[config.mk]
export PLATFORM = sky130hd
export DESIGN_NAME = cmos_pixel_capture_flat
export DESIGN_NICKNAME = d
export VERILOG_FILES = /design/src/rtl/cmos_capture_pkg.sv /design/src/rtl/cmos_pixel_capture_if.sv /design/src/rtl/cmos_byte_packer.sv /design/src/rtl/cmos_pixel_capture.sv /design/src/flat_wrapper.sv
export SDC_FILE = /design/constraint.sdc
export NUM_CORES = 1
export LEC_CHECK = 0
export CAP_MARGIN = 20
export CORE_MARGIN = 1.5
export CORE_UTILIZATION = 59
export CTS_BUF_LIST = sky130_fd_sc_hd__clkbuf_4 sky130_fd_sc_hd__clkbuf_8
export DETAILED_ROUTE_END_ITERATION = 8
export GPL_ROUTABILITY_DRIVEN = 0
export GPL_TIMING_DRIVEN = 1
export PLACE_DENSITY_LB_ADDON = 0.15
export SETUP_SLACK_MARGIN = 0.4
export SYNTH_ARGS = -nofsm -noshare
export SYNTH_HDL_FRONTEND = slang
export SYNTH_SLANG_ARGS = --single-unit
[constraint.sdc]
create_clock -name cmos_pclk -period 4.1 [get_ports cmos_pclk]
set_input_delay 0.82 -clock cmos_pclk [delete_from_list [all_inputs] [get_ports cmos_pclk]]
set_output_delay 0.82 -clock cmos_pclk [all_outputs]
set_load 0.01 [all_outputs]
[src/rtl/cmos_capture_pkg.sv]
// Shared types and constants for the OV5640 DVP capture front-end:
// FSM states, channel-reorder modes and RGB565 field positions.
package cmos_capture_pkg;

    typedef enum logic [1:0] {
        WAIT_CFG = 2'd0,
        SKIP     = 2'd1,
        STREAM   = 2'd2
    } state_e;

    localparam logic [1:0] MODE_PASS     = 2'd0;
    localparam logic [1:0] MODE_RB       = 2'd1;
    localparam logic [1:0] MODE_BSWAP    = 2'd2;
    localparam logic [1:0] MODE_BSWAP_RB = 2'd3;

    localparam int R_MSB = 15;
    localparam int R_LSB = 11;
    localparam int G_MSB = 10;
    localparam int G_LSB = 5;
    localparam int B_MSB = 4;
    localparam int B_LSB = 0;

    function automatic logic [15:0] rb_swap(input logic [15:0] p);
        return {p[B_MSB:B_LSB], p[G_MSB:G_LSB], p[R_MSB:R_LSB]};
    endfunction

    // Mode 3 byte-swaps first so the R/B fields are located in the swapped word.
    function automatic logic [15:0] apply_mode(input logic [15:0] p, input logic [1:0] mode);
        logic [15:0] bswap;
        logic [15:0] res;
        bswap = {p[7:0], p[15:8]};
        case (mode)
            MODE_RB:       res = rb_swap(p);
            MODE_BSWAP:    res = bswap;
            MODE_BSWAP_RB: res = rb_swap(bswap);
            default:       res = p;
        endcase
        return res;
    endfunction

endpackage

[src/rtl/cmos_pixel_capture_if.sv]
// Video output bus towards the frame buffer input port (vs_n/de/data).
interface cmos_pixel_capture_if #(
    parameter int PIX_W = 16
);
    logic             vs_n;
    logic             de;
    logic [PIX_W-1:0] data;

    modport master (output vs_n, de, data);
    modport slave  (input  vs_n, de, data);
endinterface

[src/rtl/cmos_byte_packer.sv]
// Packs DVP bytes into pixels, applies the channel reorder and flags
// half pixels left pending at line end or lines cut by a frame start.
module cmos_byte_packer
    import cmos_capture_pkg::*;
#(
    parameter int BPP   = 2,
    parameter int PIX_W = 8 * BPP
) (
    input  logic             cmos_pclk,
    input  logic             I_rst_n,
    input  logic             href_i,
    input  logic [7:0]       data_i,
    input  logic             vs_rise_i,
    input  logic [1:0]       mode_i,
    output logic             pix_vld_o,
    output logic [PIX_W-1:0] pix_o,
    output logic             line_end_o,
    output logic             err_o
);

    logic             href_prev_q;
    logic             phase_q, phase_d;
    logic [7:0]       hi_q, hi_d;
    logic             drop_q, drop_d;
    logic             pix_vld_q, pix_vld_d;
    logic [PIX_W-1:0] pix_q, pix_d;
    logic             line_end_q, line_end_d;
    logic             err_q, err_d;
    logic             href_fall;

    assign href_fall = href_prev_q & ~href_i;

    // NOTE: every signal written here gets a default first, so no path can leave it unassigned and infer a latch.
    always_comb begin
        phase_d    = phase_q;
        hi_d       = hi_q;
        drop_d     = drop_q;
        pix_vld_d  = 1'b0;
        pix_d      = pix_q;
        line_end_d = 1'b0;
        err_d      = 1'b0;

        if (vs_rise_i && href_i) begin
            // Line cut by a frame start: drop its bytes until href falls, never count it.
            err_d   = 1'b1;
            phase_d = 1'b0;
            drop_d  = 1'b1;
        end else if (href_fall) begin
            line_end_d = ~drop_q;
            drop_d     = 1'b0;
            err_d      = phase_q;
            phase_d    = 1'b0;
        end else if (href_i && !drop_q) begin
            if (BPP == 1) begin
                pix_vld_d = 1'b1;
                pix_d     = PIX_W'(data_i);
            end else if (!phase_q) begin
                hi_d    = data_i;
                phase_d = 1'b1;
            end else begin
                pix_vld_d = 1'b1;
                pix_d     = PIX_W'(apply_mode({hi_q, data_i}, mode_i));
                phase_d   = 1'b0;
            end
        end
    end

    // NOTE: sequential state uses non-blocking assignments so every flop samples pre-edge values.
    always_ff @(posedge cmos_pclk or negedge I_rst_n) begin
        if (!I_rst_n) begin
            href_prev_q <= 1'b0;
            phase_q     <= 1'b0;
            hi_q        <= '0;
            drop_q      <= 1'b0;
            pix_vld_q   <= 1'b0;
            pix_q       <= '0;
            line_end_q  <= 1'b0;
            err_q       <= 1'b0;
        end else begin
            href_prev_q <= href_i;
            phase_q     <= phase_d;
            hi_q        <= hi_d;
            drop_q      <= drop_d;
            pix_vld_q   <= pix_vld_d;
            pix_q       <= pix_d;
            line_end_q  <= line_end_d;
            err_q       <= err_d;
        end
    end

    assign pix_vld_o  = pix_vld_q;
    assign pix_o      = pix_q;
    assign line_end_o = line_end_q;
    assign err_o      = err_q;

endmodule

[src/rtl/cmos_pixel_capture.sv]
// OV5640 capture front-end: start-up frame skipping, decimation, crop window
// and vs_n/de/data generation for the frame buffer, all on the pixel clock.
module cmos_pixel_capture
    import cmos_capture_pkg::*;
#(
    parameter int BPP         = 2,
    parameter int CNT_W       = 12,
    parameter int SKIP_FRAMES = 4,
    parameter int DECIM_W     = 3,
    parameter int FCNT_W      = 16
) (
    input  logic               cmos_pclk,
    input  logic               I_rst_n,
    input  logic               I_cfg_done,
    input  logic               I_vsync,
    input  logic               I_href,
    input  logic [7:0]         I_data,
    input  logic [1:0]         I_mode,
    input  logic               I_crop_en,
    input  logic [CNT_W-1:0]   I_h_start,
    input  logic [CNT_W-1:0]   I_h_len,
    input  logic [CNT_W-1:0]   I_v_start,
    input  logic [CNT_W-1:0]   I_v_len,
    input  logic [DECIM_W-1:0] I_decim,
    cmos_pixel_capture_if.master vout,
    output logic [FCNT_W-1:0]  O_frame_cnt,
    output logic               O_line_err,
    output logic               O_active
);

    localparam int PIX_W  = 8 * BPP;
    localparam int SKIP_W = $clog2(SKIP_FRAMES + 2);

    logic             vsync_q, href_q, vs_d1_q, vs_d2_q;
    logic [7:0]       data_q;
    state_e           state_q, state_d;
    logic [SKIP_W-1:0] skip_cnt_q, skip_cnt_d;
    logic [DECIM_W-1:0] decim_cnt_q, decim_cnt_d;
    logic             keep_q, keep_d;
    logic             crop_en_q, crop_en_d;
    logic [CNT_W-1:0] h_start_q, h_start_d, h_len_q, h_len_d;
    logic [CNT_W-1:0] v_start_q, v_start_d, v_len_q, v_len_d;
    logic [1:0]       mode_q, mode_d;
    logic [CNT_W-1:0] x_q, x_d, y_q, y_d;
    logic [FCNT_W-1:0] fcnt_q, fcnt_d;
    logic             line_err_q, line_err_d;
    logic             de_q, de_d, vs_n_q, vs_n_d;
    logic [PIX_W-1:0] pix_out_q, pix_out_d;

    logic             vs_rise, fs_stream, stream_now, keep_new, keep_eff, crop_ok;
    logic             pix_vld_w, line_end_w, err_w;
    logic [PIX_W-1:0] pix_w;
    logic [CNT_W:0]   h_end, v_end;

    // Packer sees the early rise; its registered outputs line up with vs_rise below.
    cmos_byte_packer #(.BPP(BPP), .PIX_W(PIX_W)) u_packer (
        .cmos_pclk  (cmos_pclk),
        .I_rst_n    (I_rst_n),
        .href_i     (href_q),
        .data_i     (data_q),
        .vs_rise_i  (vsync_q & ~vs_d1_q),
        .mode_i     (mode_q),
        .pix_vld_o  (pix_vld_w),
        .pix_o      (pix_w),
        .line_end_o (line_end_w),
        .err_o      (err_w)
    );

    assign vs_rise    = vs_d1_q & ~vs_d2_q;
    assign stream_now = I_cfg_done && (state_q == STREAM);

    always_comb begin
        state_d    = state_q;
        skip_cnt_d = skip_cnt_q;
        fs_stream  = 1'b0;
        if (!I_cfg_done) begin
            state_d    = WAIT_CFG;
            skip_cnt_d = '0;
        end else begin
            case (state_q)
                WAIT_CFG: begin
                    state_d    = SKIP;
                    skip_cnt_d = '0;
                end
                SKIP: begin
                    if (vs_rise) begin
                        if (skip_cnt_q == SKIP_W'(SKIP_FRAMES)) begin
                            state_d   = STREAM;
                            fs_stream = 1'b1;
                        end else begin
                            skip_cnt_d = skip_cnt_q + 1'b1;
                        end
                    end
                end
                STREAM:  fs_stream = vs_rise;
                default: state_d = WAIT_CFG;
            endcase
        end
    end

    assign h_end   = {1'b0, h_start_q} + {1'b0, h_len_q};
    assign v_end   = {1'b0, v_start_q} + {1'b0, v_len_q};
    assign crop_ok = !crop_en_q ||
                     ({1'b0, x_q} >= {1'b0, h_start_q} && {1'b0, x_q} < h_end &&
                      {1'b0, y_q} >= {1'b0, v_start_q} && {1'b0, y_q} < v_end);
    assign keep_new = (decim_cnt_q == '0);
    assign keep_eff = fs_stream ? keep_new : keep_q;

    always_comb begin
        decim_cnt_d = decim_cnt_q;
        keep_d      = keep_q;
        crop_en_d   = crop_en_q;
        h_start_d   = h_start_q;
        h_len_d     = h_len_q;
        v_start_d   = v_start_q;
        v_len_d     = v_len_q;
        mode_d      = mode_q;
        fcnt_d      = fcnt_q;
        line_err_d  = line_err_q;
        x_d         = x_q;
        y_d         = y_q;

        if (!I_cfg_done || state_q == WAIT_CFG) begin
            decim_cnt_d = '0;
            keep_d      = 1'b0;
        end else if (fs_stream) begin
            keep_d      = keep_new;
            decim_cnt_d = (decim_cnt_q == I_decim) ? '0 : decim_cnt_q + 1'b1;
            crop_en_d   = I_crop_en;
            h_start_d   = I_h_start;
            h_len_d     = I_h_len;
            v_start_d   = I_v_start;
            v_len_d     = I_v_len;
            mode_d      = I_mode;
            if (keep_new) begin
                fcnt_d     = fcnt_q + 1'b1;
                line_err_d = err_w;
            end
        end else if (err_w && stream_now && keep_q) begin
            line_err_d = 1'b1;
        end

        // x/y saturate instead of wrapping so oversized frames never re-enter the crop window.
        if (fs_stream) begin
            x_d = '0;
            y_d = '0;
        end else if (line_end_w) begin
            x_d = '0;
            if (y_q != '1) y_d = y_q + 1'b1;
        end else if (pix_vld_w && x_q != '1) begin
            x_d = x_q + 1'b1;
        end

        de_d      = pix_vld_w && keep_q && crop_ok && stream_now;
        pix_out_d = de_d ? pix_w : pix_out_q;
        vs_n_d    = !(vs_d1_q && keep_eff && I_cfg_done && (state_q == STREAM || fs_stream));
    end

    always_ff @(posedge cmos_pclk or negedge I_rst_n) begin
        if (!I_rst_n) begin
            vsync_q     <= 1'b0;
            href_q      <= 1'b0;
            data_q      <= '0;
            vs_d1_q     <= 1'b0;
            vs_d2_q     <= 1'b0;
            state_q     <= WAIT_CFG;
            skip_cnt_q  <= '0;
            decim_cnt_q <= '0;
            keep_q      <= 1'b0;
            crop_en_q   <= 1'b0;
            h_start_q   <= '0;
            h_len_q     <= '0;
            v_start_q   <= '0;
            v_len_q     <= '0;
            mode_q      <= MODE_PASS;
            x_q         <= '0;
            y_q         <= '0;
            fcnt_q      <= '0;
            line_err_q  <= 1'b0;
            de_q        <= 1'b0;
            vs_n_q      <= 1'b1;
            pix_out_q   <= '0;
        end else begin
            vsync_q     <= I_vsync;
            href_q      <= I_href;
            data_q      <= I_data;
            vs_d1_q     <= vsync_q;
            vs_d2_q     <= vs_d1_q;
            state_q     <= state_d;
            skip_cnt_q  <= skip_cnt_d;
            decim_cnt_q <= decim_cnt_d;
            keep_q      <= keep_d;
            crop_en_q   <= crop_en_d;
            h_start_q   <= h_start_d;
            h_len_q     <= h_len_d;
            v_start_q   <= v_start_d;
            v_len_q     <= v_len_d;
            mode_q      <= mode_d;
            x_q         <= x_d;
            y_q         <= y_d;
            fcnt_q      <= fcnt_d;
            line_err_q  <= line_err_d;
            de_q        <= de_d;
            vs_n_q      <= vs_n_d;
            pix_out_q   <= pix_out_d;
        end
    end

    assign vout.vs_n   = vs_n_q;
    assign vout.de     = de_q;
    assign vout.data   = pix_out_q;
    assign O_frame_cnt = fcnt_q;
    assign O_line_err  = line_err_q;
    assign O_active    = (state_q == STREAM);

endmodule

[src/flat_wrapper.sv]
// flat-port wrapper written by rule: the top's interface ports become plain ports
module cmos_pixel_capture_flat import cmos_capture_pkg::*;
#(
    parameter int BPP         = 2,
    parameter int CNT_W       = 12,
    parameter int SKIP_FRAMES = 4,
    parameter int DECIM_W     = 3,
    parameter int FCNT_W      = 16
)
  (cmos_pclk, I_rst_n, I_cfg_done, I_vsync, I_href, I_data, I_mode, I_crop_en, I_h_start, I_h_len, I_v_start, I_v_len, I_decim, O_frame_cnt, O_line_err, O_active, vout_vs_n, vout_de, vout_data);
  cmos_pixel_capture_if #(.PIX_W((16))) vout_i ();
  input  logic cmos_pclk;
  input  logic I_rst_n;
  input  logic I_cfg_done;
  input  logic I_vsync;
  input  logic I_href;
  input  logic [7:0] I_data;
  input  logic [1:0] I_mode;
  input  logic I_crop_en;
  input  logic [CNT_W-1:0] I_h_start;
  input  logic [CNT_W-1:0] I_h_len;
  input  logic [CNT_W-1:0] I_v_start;
  input  logic [CNT_W-1:0] I_v_len;
  input  logic [DECIM_W-1:0] I_decim;
  output logic [FCNT_W-1:0] O_frame_cnt;
  output logic O_line_err;
  output logic O_active;
  output wire logic [$bits(vout_i.vs_n)-1:0] vout_vs_n;
  output wire logic [$bits(vout_i.de)-1:0] vout_de;
  output wire logic [$bits(vout_i.data)-1:0] vout_data;
  assign vout_vs_n = vout_i.vs_n;
  assign vout_de = vout_i.de;
  assign vout_data = vout_i.data;
  cmos_pixel_capture #(.BPP(BPP), .CNT_W(CNT_W), .SKIP_FRAMES(SKIP_FRAMES), .DECIM_W(DECIM_W), .FCNT_W(FCNT_W)) u_core (.cmos_pclk(cmos_pclk), .I_rst_n(I_rst_n), .I_cfg_done(I_cfg_done), .I_vsync(I_vsync), .I_href(I_href), .I_data(I_data), .I_mode(I_mode), .I_crop_en(I_crop_en), .I_h_start(I_h_start), .I_h_len(I_h_len), .I_v_start(I_v_start), .I_v_len(I_v_len), .I_decim(I_decim), .vout(vout_i), .O_frame_cnt(O_frame_cnt), .O_line_err(O_line_err), .O_active(O_active));
endmodule
* Word level (Yosys, flattened, before mapping) *
Cells that the tools add are included.
W data, S select, Z words.

cells by class
  add/sub/neg operators = 7
  $lt $le $gt $ge = 4
  eq/ne operators = 15
  multiplexer cells = 41
  bitwise gates (word level) = 11
  reductions and logical operators = 39

operators with widths
  cell                     count
  $mux W12                 6
  $pmux W16 S3             1
  $add A12 B12 Y13         2
  $lt A12 B13 Y1           2
  $add A12 B1 Y12 const B  2
  $ge A12 B12 Y1           2
  $ne A12 B12 Y1 const B   2
  $mux W1                  22
  $mux W3                  6
  $add A16 B1 Y16 const B  1
  $logic_and A1 B1 Y1      15
  $reduce_and A3 Y1        4
  $reduce_bool A2 Y1       5
  $not A1 Y1               8
  $reduce_and A4 Y1        2
  $add A3 B1 Y3 const B    2
  $eq A2 B2 Y1 const B     3
  $mux W2                  3
  $ne A3 B2 Y1 const B     2
  $pmux W2 S3              1
  $pmux W3 S2              1
  $reduce_bool A3 Y1       2
  $eq A2 B1 Y1 const B     2
  $logic_not A1 Y1         4
  other kinds (11)         17

word-level totals
  register bits after elaboration = 161
  input bits = 67
  output and inout port bits = 36
  word-level logic and storage cells = 147

* Depth between registers and ports, before layout *
Gate-level depths: netlist of the first run.

  word-level depth = 10
  depth in mapped cells = 19
  gate-level depth less buffers = 17

* Hierarchy *
A second synthesis of the first run with hierarchy kept.

unflattened totals
  cells, all modules = 865
  area total of the unflattened synthesis = 9257.6 sq um

by module, submodules not included
  module              instances  cells each  area an instance (sq um)  sequential area each (sq um)
  cmos_pixel_capture  1          777         7767.4                    3279.4
  cmos_byte_packer    1          88          1490.2                    750.7

* Worst setup path after synthesis of the first run *
OpenSTA, ideal clock, no wires.

  path type = register to register
  from = reg u_core.h_len_q[1]
  to = reg u_core.pix_out_q[10] (netlist: u_core.vout.data[10])
  library setup time = 0.131 ns
  arrival time = 3.485 ns
  slack = 0.485 ns
  cell stages (with the launch flop) = 19
  path buffers = 2
  period minus slack after synthesis = 3.615 ns
  path through = dfrtp_1 -> ha_1 -> a21o_1 -> a21oi_1 -> nor2b_1 -> nor4_1 -> nor2_1 -> a21oi_1 -> xor2_1 -> ha_1 -> and4_1 -> a221oi_2 -> o211ai_2 -> a221oi_4 -> a2111oi_4 -> buf_6 -> buf_6 -> a221oi_1 -> nand3_1

between the ends
  longest elaborated chain between the ends = 8

RTL lines
  element                            line                       RTL
  from (decl)                        cmos_pixel_capture.sv:41   logic [CNT_W-1:0] h_start_q, h_start_d, h_len_q, h_len_d;
  from (signal assigned)             cmos_pixel_capture.sv:195  h_len_q <= h_len_d;
  $add A12 B12 Y13                   cmos_pixel_capture.sv:101  assign h_end = {1'b0, h_start_q} + {1'b0, h_len_q};
  $lt A12 B13 Y1                     cmos_pixel_capture.sv:104  ({1'b0, x_q} >= {1'b0, h_start_q} && {1'b0, x_q} < h_end &&
  $logic_and A1 B1 Y1 (2 in series)  cmos_pixel_capture.sv:104
  $logic_and A1 B1 Y1                cmos_pixel_capture.sv:105  {1'b0, y_q} >= {1'b0, v_start_q} && {1'b0, y_q} < v_end);
  $logic_or A1 B1 Y1                 cmos_pixel_capture.sv:103  assign crop_ok = !crop_en_q ||
  $logic_and A1 B1 Y1 (2 in series)  cmos_pixel_capture.sv:154  de_d = pix_vld_w && keep_q && crop_ok && stream_now;
  to (signal assigned)               cmos_pixel_capture.sv:205  pix_out_q <= pix_out_d;
  to (decl)                          cmos_pixel_capture.sv:48   logic [PIX_W-1:0] pix_out_q, pix_out_d;

No other way between the ends.
A chain may end at the register's enable or synchronous reset.

* Worst setup path in the final report of the first run *
  from = reg u_core.v_start_q[0]
  to = reg u_core.pix_out_q[2] (netlist: u_core.vout.data[2])

between the ends
  longest elaborated chain between the ends = 6

RTL lines
  element                                                line                                                  RTL
  from (decl)                                            cmos_pixel_capture.sv:42                              logic [CNT_W-1:0] v_start_q, v_start_d, v_len_q, v_len_d;
  from (signal assigned)                                 cmos_pixel_capture.sv:196                             v_start_q <= v_start_d;
  $add A12 B12 Y13 or $ge A12 B12 Y1 (tied branches)     cmos_pixel_capture.sv:102, cmos_pixel_capture.sv:105
  $lt A12 B13 Y1 or $logic_and A1 B1 Y1 (tied branches)  cmos_pixel_capture.sv:105, cmos_pixel_capture.sv:104
  $logic_and A1 B1 Y1 (*)                                cmos_pixel_capture.sv:105
  $logic_or A1 B1 Y1 (*)                                 cmos_pixel_capture.sv:103
  $logic_and A1 B1 Y1 (*) (2 in series)                  cmos_pixel_capture.sv:154

Every way passes the cells marked *; elsewhere a longest branch is shown, timed or not.

==> results by group, run 1 <==
Power
  – Peak supply drop: 0.580 mV
  – P_leak: 0.00507 uW
  – Pint: 4420 uW
  – Logic pwr share: 0.534
  – Power Density: 631 nW/um^2
  – Psw: 2910 uW
  – Seq pwr share: 0.300
  – Sw Share: 0.397
  – Clock network fraction of design power: 0.166

Routing
  – DR top layer: met4
  – Post-route ant nets: 0
  – Number of remaining DRC errors: 0
  – Vias: 7138
  – Metal2 WL: 10.2 mm
  – Final wirelength: 20.9 mm
  – DR vias/cell: 5.68
  – Met1 wire length: 9.54 mm
  – DRT Pass-1 Iters: 5
  – Met3 Wirelength: 771 um
  – Iter 0 DRT Violations: 517
  – Wire per inst: 16.6 um

Logic synthesis
  – Synth top area cells: dfrtp_1 42%, ha_1 11%, mux2_2 5.5%
  – Asr flop ratio synth: 1.00
  – EDFF count, synth: 0
  – Gate Count Post-Synth: 904
  – Syn Area/Cell: 10.4 um^2
  – Distinct cell type count after synthesis: 62
  – Top-count cell post-synth: dfrtp_1
  – Synth warn: 0
  – Synth Net Count: 1054
  – Seq/Total Area, Yosys: 0.428
  – Largest area contributor in the netlist: dfrtp_1
  – Synthesized flop and latch total: 161
  – Synth top area share: 0.425
  – Most used flip-flop cell after synthesis: dfrtp_1
  – Synth cell count leaders: 160 x dfrtp_1, 81 x ha_1, 78 x nand2_1
  – Synth Cell Area: 9420 um^2

Timing
  – Final Cycle Share: 0.940
  – Max transition margin: 0.313
  – Hold Vio Cnt, Final: 0
  – Unrepaired setup endpoints after global routing: true
  – Slew Viols, Final: 0
  – Setup WS post-layout: 0.248 ns
  – Setup TNS: 0 ns
  – # setup viols final: 0
  – Final min period: 3.85 ns
  – Fmax: 260 MHz
  – Fin Clk Skew: 0.0148 ns
  – Measured slew at the worst slew-check pin: 1.02 ns

Cells and area
  – Layout fillers: 1111
  – Area delta synth->final: 23.4%
  – Final Util: 0.740
  – # diodes: 0
  – Post-Layout Inst Area: 11600 um^2
  – Layout cells sized above 1: 0.186
  – Layout net count: 1178
  – Non-Filler Instances: 1256

Clocking
  – Max Root-Sink Buffers: 2
  – CTS sink count: 161
  – Hold_buf cts: 0
  – CTS clk-pin slew, worst paths: 0.09 ns
  – Latest clock arrival within the worst-skew pair: 0.47 ns
  – Num CTS Buffers: 17
  – H-Tree Depth: 4
  – CTS tree: done
  – Root buf cell: clkbuf_8

Place
  – PortBufs: 102
  – # placed instances: 1197
  – Final HPWL DP: 13.6 mm
  – Area after DPL: 10700 um^2
  – Place WS: 0.107 ns

Die
  – DIE HEIGHT: 129 um
  – I/O pins: 103
  – Die Footprint: 16700 um^2
  – Core Area: 15700 um^2
  – Starting Density: 0.600
  – DIE WIDTH: 129 um
  – Row count: 46

Critical path
  – WS Path Type: flop to flop
  – Critical Path End Type: flop
  – Required @ worst endpoint: 4.50 ns
  – CP startpoint: u_core.v_start_q[0]$_DFFE_PN0P_
  – Worst reg2reg path depth: 18
  – CP arrival: 4.25 ns
  – Worst r2r src: u_core.v_start_q[0]$_DFFE_PN0P_
  – Startpoint class of the critical path: flop
  – Crit path max fanout: 4

GRT
  – Initial antenna violation count: 0
  – GRT overflow: 0
  – Gr usage total: 0.257
  – Global-route wire length before repair: 34.0 mm
  – Largest net degree at the start of global routing: 93
  – Vias in the first global route: 7054

Hold path
  – Worst min path class: primary input to async pin

Outcome
  – Status: finished clean

Flow run
  – Max-cap violations: 0
cell families (layout without fill, tap and decap cells):
kind of cell | Yosys count | count (layout) | share of synthesized area
DFF | 161 | 161 | 0.428
xor gates and xnor gates | 59 | 59 | 0.0548
buffers and inverters | 81 | 217 | 0.0363
and+or+nand+nor | 291 | 291 | 0.162
adders and majority gates | 83 | 83 | 0.112
AOI/OAI and AO/OA | 165 | 165 | 0.120
muxes | 64 | 64 | 0.0874
path summary, 6_finish.rpt:
check	endpoint	slack (ns)
max in group asynchronous	u_core.O_frame_cnt[8]$_DFFE_PN0P_	2.87
min	u_core.h_start_q[3]$_DFFE_PN0P_	0.41
min in group cmos_pclk	u_core.vs_d1_q$_DFF_PN0_	0.43
max reg2reg	u_core.vout.data[2]$_DFFE_PN0P_	0.25
min reg2reg	u_core.vs_d1_q$_DFF_PN0_	0.43
max	u_core.vout.data[2]$_DFFE_PN0P_	0.25
metal layers:
metal,GRT usage,vias to the layer above
met5,0,-
met4,0.0767,0
met3,0.0545,31
met2,0.419,160
met1,0.348,3465
li1,-,3482
critical path, cell delays in order (launching register included):
cell,delay [ns]
dfrtp_1,0.38
ha_2,0.21
inv_2,0.04
fa_2,0.41
nor2b_4,0.15
o31ai_4,0.09
a21oi_2,0.17
a21o_1,0.16
xnor2_1,0.08
ha_1,0.32
a21oi_2,0.12
o21ai_1,0.07
a2111o_1,0.40
a31oi_4,0.18
o311ai_4,0.17
buf_6,0.17
clkbuf_16,0.14
or4_4,0.42
nand3_2,0.07
per-stage QoR:
stage                     power [uW]  hold slack [ns]
after global placement          5170            0.431
after CTS                       6870            0.449
after floorplan                 4610            0.374
after detailed placement        5300            0.430
final                           7330            0.414
after global routing            7880            0.466
cells in the final DEF (no fill, tap or decap), types with 11 or more instances in the layout:
master | synthesis | routed
a21oi_1 | 28 | 22
a221oi_1 | 15 | 11
and2_1 | 21 | 21
buf_4 | 1 | 25
clkbuf_8 | 0 | 19
clkdlybuf4s50_1 | 0 | 101
dfrtp_1 | 160 | 160
ha_1 | 81 | 79
inv_1 | 46 | 45
mux2_2 | 46 | 46
nand2_1 | 78 | 78
nand3_1 | 34 | 26
nand4_1 | 11 | 11
nor2_1 | 55 | 54
nor3b_1 | 17 | 17
o21ai_0 | 67 | 59
o21ai_1 | 3 | 11
xnor2_1 | 26 | 26
xor2_1 | 33 | 33
what timing repair did:
item | in CTS | in global routing
resized for setup | 19 | 51
hold endpoints to repair | 0 | 0
setup endpoints to repair | 17 | 17
gates cloned | 4 | 3
pin swaps | 10 | 58
setup buffers | 8 | 13
state kept, by name (all words and copies together) (netlist names), 2 cells and up:
name / flops
u_core.O_frame_cnt: 16
u_core.u_packer.pix_o: 16
u_core.vout.data: 16
u_core.h_len_q: 12
u_core.h_start_q: 12
u_core.v_len_q: 12
u_core.v_start_q: 12
u_core.x_q: 12
u_core.y_q: 12
u_core.data_q: 8
u_core.u_packer.hi_q: 8
u_core.decim_cnt_q: 3
u_core.skip_cnt_q: 3
u_core.mode_q: 2
u_core.state_q: 2
layout make-up:
class | count | area, um^2 | area share
Multi-Input combinational cell | 662 | 5310 | 0.457
Sequential cell | 161 | 4030 | 0.347
Timing Repair Buffer | 140 | 1430 | 0.123
Tap cell | 216 | 270 | 0.0233
Clock buffer | 19 | 262 | 0.0225
Inverter | 46 | 173 | 0.0149
Clock inverter | 12 | 148 | 0.0127
power by group through the flow:
| stage | Clock (uW) | Sequential (uW) | Combinational [uW] |
|---|---|---|---|
| 2_1_floorplan | 0 | 2090 | 2520 |
| 3_3_place_gp | 0 | 2200 | 2970 |
| 3_5_place_dp | 0 | 2220 | 3080 |
| 4_1_cts | 1250 | 2190 | 3430 |
| 5_1_grt | 1310 | 2240 | 4330 |
| 6_report | 1220 | 2200 | 3910 |
Note: power is estimated with default switching activity, not from simulation.
==> run 2: changes to the inputs <==
Settings changed: REMOVE_ABC_BUFFERS set to 1.
==> run 2 against run 1 <==
Wire length decreased by 6.3%. Worst hold slack lost 0.0061 ns. Clock power decreased by 8%. Clock-buffer cell count stayed put. Register-to-register slack better by 0.07 ns. Highest routed layer unchanged.
==> results by group, run 2 (synthesized netlist as in run 1, its figures left out) <==
Outcome
  – Status: finished clean

Timing
  – Measured slew at the worst slew-check pin: 0.949 ns (-0.0735 ns)
  – Fin Clk Skew: 0.0168 ns (+0.00203 ns)
  – Final min period: 3.78 ns (-0.0673 ns)
  – Hold Vio Cnt, Final: 0 (unchanged)
  – Slew Viols, Final: 0 (unchanged)
  – Unrepaired setup endpoints after global routing: true
  – Max transition margin: 0.368 (+0.0542)
  – Setup TNS: 0 ns (unchanged)
  – WHS: 0.408 ns (-0.00613 ns)
  – Fmax: 264 MHz (+1.8%)
  – Final Cycle Share: 0.923 (-0.0164)
  – # setup viols final: 0 (unchanged)

Cells and area
  – Most frequent cells in the layout: 160 x dfrtp_1, 101 x clkdlybuf4s50_1, 81 x ha_1, 78 x nand2_1, 64 x o21ai_0
  – # diodes: 0 (unchanged)
  – Most common cell after layout, fill and taps aside: dfrtp_1
  – Layout net count: 1161 (-1.4%)
  – Layout cells sized above 1: 0.153 (-0.0323)
  – Area delta synth->final: 20.0%

Routing
  – Wire per inst: 15.8 um (-5.1%)
  – Number of remaining DRC errors: 0 (unchanged)
  – Post-route ant nets: 0 (unchanged)
  – Iter 0 DRT Violations: 457 (-12%)
  – Final wirelength: 19.5 mm (-6.3%)
  – DR vias/cell: 5.70 (+0.25%)
  – DRT Pass-1 Iters: 5 (unchanged)
  – Vias: 7065 (-1.0%)

Place
  – PortBufs: 102 (unchanged)
  – Final HPWL DP: 13.0 mm (-4.5%)

Die
  – DIE HEIGHT: 129 um (unchanged)
  – Die Footprint: 16700 um^2 (unchanged)
  – DIE WIDTH: 129 um (unchanged)
  – Core Area: 15700 um^2 (unchanged)
  – Row count: 46 (unchanged)
  – Starting Density: 0.600 (unchanged)
  – I/O pins: 103 (unchanged)

Power
  – Logic pwr share: 0.512 (-0.022)
  – Power Density: 599 nW/um^2 (-5.1%)
  – Clock network fraction of design power: 0.165 (about the same)
  – Sw Share: 0.406 (+0.00878)
  – Peak supply drop: 0.478 mV (-18%)
  – Seq pwr share: 0.323 (+0.023)
  – P_leak: 0.00491 uW (-3.1%)
  – Overall Power: 6770 uW (-7.6%)
  – Pint: 4020 uW (-9.0%)
  – Psw: 2750 uW (-5.6%)

Clocking
  – Hold_buf cts: 0 (unchanged)
  – Latest clock arrival within the worst-skew pair: 0.46 ns (about the same)
  – CTS tree: done
  – H-Tree Depth: 4 (unchanged)
  – CTS sink count: 161 (unchanged)
  – CTS clk-pin slew, worst paths: 0.10 ns (about the same)
  – Root buf cell: clkbuf_8
  – Max Root-Sink Buffers: 2 (unchanged)
  – Num CTS Buffers: 17 (unchanged)

Critical path
  – Worst r2r src: u_core.v_len_q[1]$_DFFE_PN0P_
  – Crit path max fanout: 16 (+12)
  – Required @ worst endpoint: 4.44 ns (-0.06 ns)
  – WS Path Type: flop to flop
  – Critical Path End Type: flop
  – CP startpoint: u_core.v_len_q[1]$_DFFE_PN0P_
  – Startpoint class of the critical path: flop
  – Register-to-Register Setup Slack: 0.32 ns (+0.07 ns)
  – Setup crit end: u_core.vout.data[1]$_DFFE_PN0P_
  – CP arrival: 4.12 ns (-0.13 ns)
  – Worst reg2reg path depth: 18 (unchanged)
  – Worst flop-to-flop path endpoint: u_core.vout.data[1]$_DFFE_PN0P_

Flow run
  – Max-cap violations: 0 (unchanged)

Hold path
  – Worst min path class: primary input to async pin

GRT
  – Gr usage total: 0.243 (-0.0143)
  – Global-route wire length before repair: 32.5 mm (-4.5%)
  – GRT overflow: 0 (unchanged)
  – Largest net degree at the start of global routing: 92 (-1.1%)
  – Vias in the first global route: 6873 (-2.6%)
  – Initial antenna violation count: 0 (unchanged)
[run 2: worst min-delay path by stage]
stage / start / endpoint / slack, ns
final: I_rst_n / u_core.h_len_q[5]$_DFFE_PN0P_ / 0.41
after global routing: u_core.vsync_q$_DFF_PN0_ / u_core.vs_d1_q$_DFF_PN0_ / 0.43
after CTS: u_core.vsync_q$_DFF_PN0_ / u_core.vs_d1_q$_DFF_PN0_ / 0.41
after detailed placement: u_core.vsync_q$_DFF_PN0_ / u_core.vs_d1_q$_DFF_PN0_ / 0.40
after global placement: u_core.vsync_q$_DFF_PN0_ / u_core.vs_d1_q$_DFF_PN0_ / 0.40
after floorplan: u_core.vsync_q$_DFF_PN0_ / u_core.vs_d1_q$_DFF_PN0_ / 0.37
[run 2: final cells by class]
cell class	instances	area (um^2)
tap	216	270
sequential	161	4030
multi-input combinational	662	5220
fill	1166	4410
timing repair buffer	123	1240
inverter	46	173
clock inverter	13	115
clock buffer	19	255
[run 2: worst max-delay path, cell delays in order (launching register included)]
cell and delay (ns):
dfrtp_1 0.39, ha_1 0.30, a21o_1 0.17, a21oi_2 0.19
nor2b_2 0.09, nor4_4 0.25, nor2_1 0.08, a21oi_2 0.14
xor2_1 0.16, ha_1 0.24, nand2_1 0.08, o21ai_1 0.08
a2111o_1 0.46, a31oi_4 0.19, o311ai_4 0.14, buf_4 0.18
bufbuf_16 0.28, o21ai_0 0.16, nand3_1 0.10
[run 2: metal layers]
| layer | wire length [um] | track usage | up-vias |
|---|---|---|---|
| met4 | 344 | 0.0773 | 0 |
| met2 | 9400 | 0.397 | 152 |
| met1 | 9040 | 0.327 | 3425 |
| met3 | 754 | 0.0491 | 30 |
| li1 | - | - | 3458 |
| met5 | 0 | 0 | - |
[run 2: stage by stage]
step / setup slack, ns / instance area, um^2 / utilization / cells
6_report: 0.315 / 11300 / 0.720 / 1240
5_1_grt: 0.119 / 11300 / 0.720 / 1240
4_1_cts: 0.343 / 11200 / 0.713 / 1236
3_5_place_dp: 0.0845 / 10700 / 0.679 / 1196
3_3_place_gp: 0.214 / 10700 / 0.679 / 1196
2_1_floorplan: -0.288 / 9250 / - / 869
[run 2: power by group through the flow]
| stage | clock [uW] | sequential (uW) | combinational, uW |
|---|---|---|---|
| global route | 1200 | 2240 | 3840 |
| finish | 1120 | 2180 | 3470 |
| CTS | 1140 | 2180 | 3350 |
| global placement | 0 | 2190 | 2970 |
| detailed placement | 0 | 2210 | 3090 |
| floorplan | 0 | 2110 | 2460 |
[run 2: repair_timing]
action / 4_1_cts / 5_1_grt
setup buffers: 4 / 2
setup endpoints to repair: 17 / 17
pin swaps: 32 / 7
resized for setup: 19 / 19
cloned: 4 / 1
